==> src/rtl/rom_share_arbiter.sv <==
// rom_share_arbiter: shares one single-port ROM RAM between HPS download writes and CPU/video reads,
// and holds the game core in reset until a download has settled.
module rom_share_arbiter #(
    parameter int ROM_AW      = 15,
    parameter int ROM_SIZE    = 32768,
    parameter int HOLD_CYCLES = 16
) (
    input  logic              clk_sys,
    input  logic              Reset_n,
    input  logic              dn_busy,
    input  logic              dn_wr,
    input  logic [16:0]       dn_addr,
    input  logic [7:0]        dn_data,
    input  logic              cpu_req,
    input  logic [ROM_AW-1:0] cpu_addr,
    output logic              cpu_ack,
    output logic [7:0]        cpu_data,
    input  logic              vid_req,
    input  logic [ROM_AW-1:0] vid_addr,
    output logic              vid_ack,
    output logic [7:0]        vid_data,
    output logic [ROM_AW-1:0] mem_addr,
    output logic [7:0]        mem_din,
    output logic              mem_we,
    input  logic [7:0]        mem_dout,
    output logic              core_hold_n,
    output logic              dn_err
);
    localparam int CW = $clog2(HOLD_CYCLES + 1);
    typedef enum logic [2:0] {IDLE, WRITE, RD_ISSUE, RD_WAIT, RD_DONE} state_t;
    state_t state, state_nx;
    logic pend, gnt_vid, last_vid, pick_vid, in_range;
    logic [ROM_AW-1:0] wr_addr;
    logic [7:0] wr_data;
    logic [CW-1:0] hold_cnt;
    assign in_range    = {15'd0, dn_addr} < 32'(ROM_SIZE);
    assign core_hold_n = !dn_busy && hold_cnt == '0;
    assign pick_vid    = vid_req && (!cpu_req || !last_vid);
    assign mem_we      = state == WRITE;
    assign cpu_ack     = state == RD_DONE && !gnt_vid;
    assign vid_ack     = state == RD_DONE && gnt_vid;
    always_comb begin
        state_nx = IDLE;
        unique case (state)
            IDLE:     state_nx = pend ? WRITE : (core_hold_n && (cpu_req || vid_req)) ? RD_ISSUE : IDLE;
            RD_ISSUE: state_nx = RD_WAIT;
            RD_WAIT:  state_nx = RD_DONE;
            default:  state_nx = IDLE;
        endcase
    end
    always_ff @(posedge clk_sys or negedge Reset_n) begin
        if (!Reset_n) begin
            state    <= IDLE;
            pend     <= 1'b0;
            dn_err   <= 1'b0;
            gnt_vid  <= 1'b0;
            last_vid <= 1'b1;
            wr_addr  <= '0;
            wr_data  <= '0;
            cpu_data <= '0;
            vid_data <= '0;
            mem_addr <= '0;
            mem_din  <= '0;
            hold_cnt <= CW'(HOLD_CYCLES);
        end else begin
            state    <= state_nx;
            hold_cnt <= dn_busy ? CW'(HOLD_CYCLES) : hold_cnt - CW'(hold_cnt != '0);
            if (state == IDLE && pend) begin
                mem_addr <= wr_addr;
                mem_din  <= wr_data;
                pend     <= 1'b0;
            end else if (state_nx == RD_ISSUE) begin
                mem_addr <= pick_vid ? vid_addr : cpu_addr;
                gnt_vid  <= pick_vid;
            end
            if (state == RD_ISSUE)
                last_vid <= gnt_vid;
            if (state == RD_WAIT && gnt_vid)
                vid_data <= mem_dout;
            if (state == RD_WAIT && !gnt_vid)
                cpu_data <= mem_dout;
            // A write arriving while one is still buffered is dropped; the older byte wins
            if (dn_wr && (!in_range || pend))
                dn_err <= 1'b1;
            else if (dn_wr) begin
                pend    <= 1'b1;
                wr_addr <= dn_addr[ROM_AW-1:0];
                wr_data <= dn_data;
            end
        end
    end
endmodule

==> config.mk <==
export PLATFORM = sky130hd
export DESIGN_NAME = rom_share_arbiter
export DESIGN_NICKNAME = d
export VERILOG_FILES = /design/src/rtl/rom_share_arbiter.sv
export SDC_FILE = /design/constraint.sdc
export NUM_CORES = 1
export LEC_CHECK = 0
export ABC_CLOCK_PERIOD_IN_PS = 4810
export BUFFER_PORTS_ARGS = -buffer_cell sky130_fd_sc_hd__buf_4
export CAP_MARGIN = 20
export CORE_ASPECT_RATIO = 1.75
export CORE_MARGIN = 1
export CORE_UTILIZATION = 53
export DETAILED_ROUTE_END_ITERATION = 8
export GPL_ROUTABILITY_DRIVEN = 0
export GPL_TIMING_DRIVEN = 0
export PLACE_DENSITY = 0.9
export SLEW_MARGIN = 10
export SYNTH_ARGS = -nofsm -noshare
export SYNTH_HDL_FRONTEND = slang
export SYNTH_SLANG_ARGS = --single-unit
==> constraint.sdc <==
create_clock -name clk_sys -period 4.81 [get_ports clk_sys]
set_clock_uncertainty 0.2 [all_clocks]
set_input_delay 0.7215 -clock clk_sys [delete_from_list [all_inputs] [get_ports clk_sys]]
set_output_delay 0.7215 -clock clk_sys [all_outputs]
set_load 0.02 [all_outputs]
==> qor.csv <==
stage,metric,value,unit
outcome,status,"complete, no violations",
grt,first_global_vias,2525,
worst_setup_path,r2r_end,wr_data[5],
power_and_ir_drop,seq_power_share,42.0,%
grt,grt_max_degree,75,
logic_synthesis,syn_inst,253,
sta,clock.fmax,404,MHz
power_and_ir_drop,peakVddDrop,362,µV
hold_path,min_path_cells,2,
worst_setup_path,cp_max_fo,4,
worst_setup_path,r2r_setup_slack,2870,ps
logic_synthesis,synth_top_area_share,57.1,%
logic_synthesis,synthTopCellsByArea,"dfrtp_1 57%, mux2_2 14%, nand2_1 5.4%",
power_and_ir_drop,p_switching,830,µW
sta,setup_violations,0,
layout,layoutNonFillerInstCount,455,
worst_setup_path,worstSetupEndpointType,output pin,
drt,viasPerCell,5.29,
drt,drtIter0Drc,123,
power_and_ir_drop,netSwitchingFraction,34.8,%
power_and_ir_drop,report.power.total,2.39,mW
drt,wire_per_inst,15.9,µm
worst_setup_path,path_class,reg -> out,
worst_setup_path,worstReg2RegStart,pend,
placed_design,io_buffers,112,
sta,fin_crit_sh,51.4,%
sta,slew_headroom,39.4,%
grt,grt_pass1_wl,11500,µm
layout,layout.nets,447,
die,die_width,60.3,µm
layout,drive_gt1_share,48.3,%
drt,drc,0,
sta,period_minus_slack,2470,ps
logic_synthesis,postSynthAreaPerCell,12.5,µm²
logic_synthesis,ys.flop_type,dfrtp_1,
clocking,clockBufferDepth,2,
sta,tns,0,ps
die,core_area,0.00563,mm²
worst_setup_path,critPathLaunch,hold_cnt[2],
logic_synthesis,yosysMostFrequentCell,dfrtp_1,
die,num_rows,36,
worst_setup_path,crit_end,core_hold_n,
logic_synthesis,synth.largest_area_cell,dfrtp_1,
worst_setup_path,required,3890,ps
sta,tightestPinTransition,909,ps
drt,final_antenna_net_count,0,
clocking,post-cts-setup-buffers,0,
layout,diodes,0,
grt,grt_overflow,0,
die,io-pin-count,113,
sta,whs,267,ps
clocking,cts_num_sinks,74,
worst_setup_path,reg2reg_depth,3,
logic_synthesis,syn-cell-area,0.00316,mm²
worst_setup_path,critPathLaunchType,flop,
placed_design,post-place-cells,441,
power_and_ir_drop,pwr-share-comb,38.0,%
clocking,tritoncts,yes,
logic_synthesis,synth-edff-count,0,
die,floorplan.initialDensity,56.0,%
drt,via_count,2405,
sta,hold_viol,0,
worst_setup_path,arrival,1550,ps
logic_synthesis,ys_warn_count,0,
sta,rsz0062_at_grt,no,
sta,maxSlewViolCount,0,
power_and_ir_drop,intPower,1.56,mW
die,dieArea,0.00628,mm²
grt,antenna_found_initial,0,
grt,grtUsageTotal,25.1,%
power_and_ir_drop,p_clk_share,20.0,%
drt,dr.pass1.iters,4,
clocking,cts.clk_slew.worst_paths,70,ps
clocking,root_buffer,clkbuf_8,
layout,final_area,0.00428,mm²
flow_run,maxCapViolCount,0,
logic_synthesis,synthTopCellsByCount,"72 x dfrtp_1, 45 x nand2_1, 40 x mux2_2",
hold_path,hp-class,reg -> reg,
logic_synthesis,ys_types,35,
clocking,numCtsBuffers,9,
logic_synthesis,seq_area_frac_synth,58.8,%
logic_synthesis,ys_ff_latch,74,
power_and_ir_drop,power_density,557,mW/mm²
logic_synthesis,async_flop_share,100,%
layout,area_growth,35.7,%
power_and_ir_drop,p_leak,2.09,nW
clocking,insertion_delay,350,ps
clocking,cts_resized,0,
placed_design,place_area,0.00409,mm²
die,fp.dieH,104,µm
hold_path,hold_start,wr_data[4],
logic_synthesis,synthesis.nets,324,
drt,routed_wl,7220,µm
clocking,htreeDepth,3,
clocking,cts.hold.buffers_added,0,
placed_design,dp_hpwl,5320,µm
-- metrics by stage --
step           setup WS [ps]  utilization, %
4_1_cts                 2320            76.1
6_report                2340            76.1
5_1_grt                 2240            76.1
2_1_floorplan           2690               -
3_3_place_gp            2580            72.7
3_5_place_dp            2560            72.7
-- layout by cell type, fill, tap and decap left out, types with 3 or more instances in the layout --
master and n:
o211ai_1 15, buf_2 7, dfrtp_1 72, nand3_1 15
mux2_2 40, clkbuf_8 11, mux2i_1 15, nand2_1 45
nor2_1 9, inv_1 3, buf_4 114
-- kinds of logic (layout without fill, tap and decap cells) --
family                     Yosys count  after routing  synth area share (%)
AOI/OAI and AO/OA                   22             22                  5.23
xor gates and xnor gates             2              2                 0.555
adders and majority gates            2              2                 0.793
buffers and inverters               16            142                  2.89
DFF                                 74             74                  58.8
muxes                               56             56                  19.4
and+or+nand+nor                     81             81                  12.4
-- worst min path at each step --
stage / to / slack [ps]
floorplan: cpu_data[0] / 230
global placement: mem_din[3] / 240
detailed placement: mem_din[7] / 260
CTS: mem_din[4] / 270
global route: mem_din[1] / 300
finish: mem_din[4] / 270
-- metal layers --
metal	share of wire, %	GRT usage, %
met1	38	27.8
met2	53	41.1
met3	4.9	6.22
met4	3.8	15.3
met5	0	0
-- registers in the layout, summed over array words and instances (netlist names) --
signal,flops
mem_addr,15
pend,1
last_vid,1
cpu_data,8
hold_cnt,5
wr_data,8
vid_data,8
mem_din,8
state,3
gnt_vid,1
dn_err,1
wr_addr,15
-- power by group through the flow --
stage	combinational, mW	sequential, mW	clock (mW)
after floorplan	0.361	1.16	0
after global placement	0.884	0.999	0
after detailed placement	0.917	1.01	0
after CTS	0.918	1.00	0.486
after global routing	0.980	1.03	0.507
final	0.907	1.00	0.478
-- worst max-delay path, stage by stage, from the launching register on --
cell,delay [ps]
dfrtp_1,430
nor4_2,350
nand2_1,130
nor2_1,130
buf_4,160
-- cell type report --
class	instances	area, µm²
buffer	13	80.1
clock buffer	11	151
clock inverter	3	40.0
fill	398	1350
inverter	3	11.3
multi-input combinational	163	1210
sequential	74	1850
tap	76	95.1
timing repair buffer	112	841
Note: power is estimated with default switching activity, not from simulation.
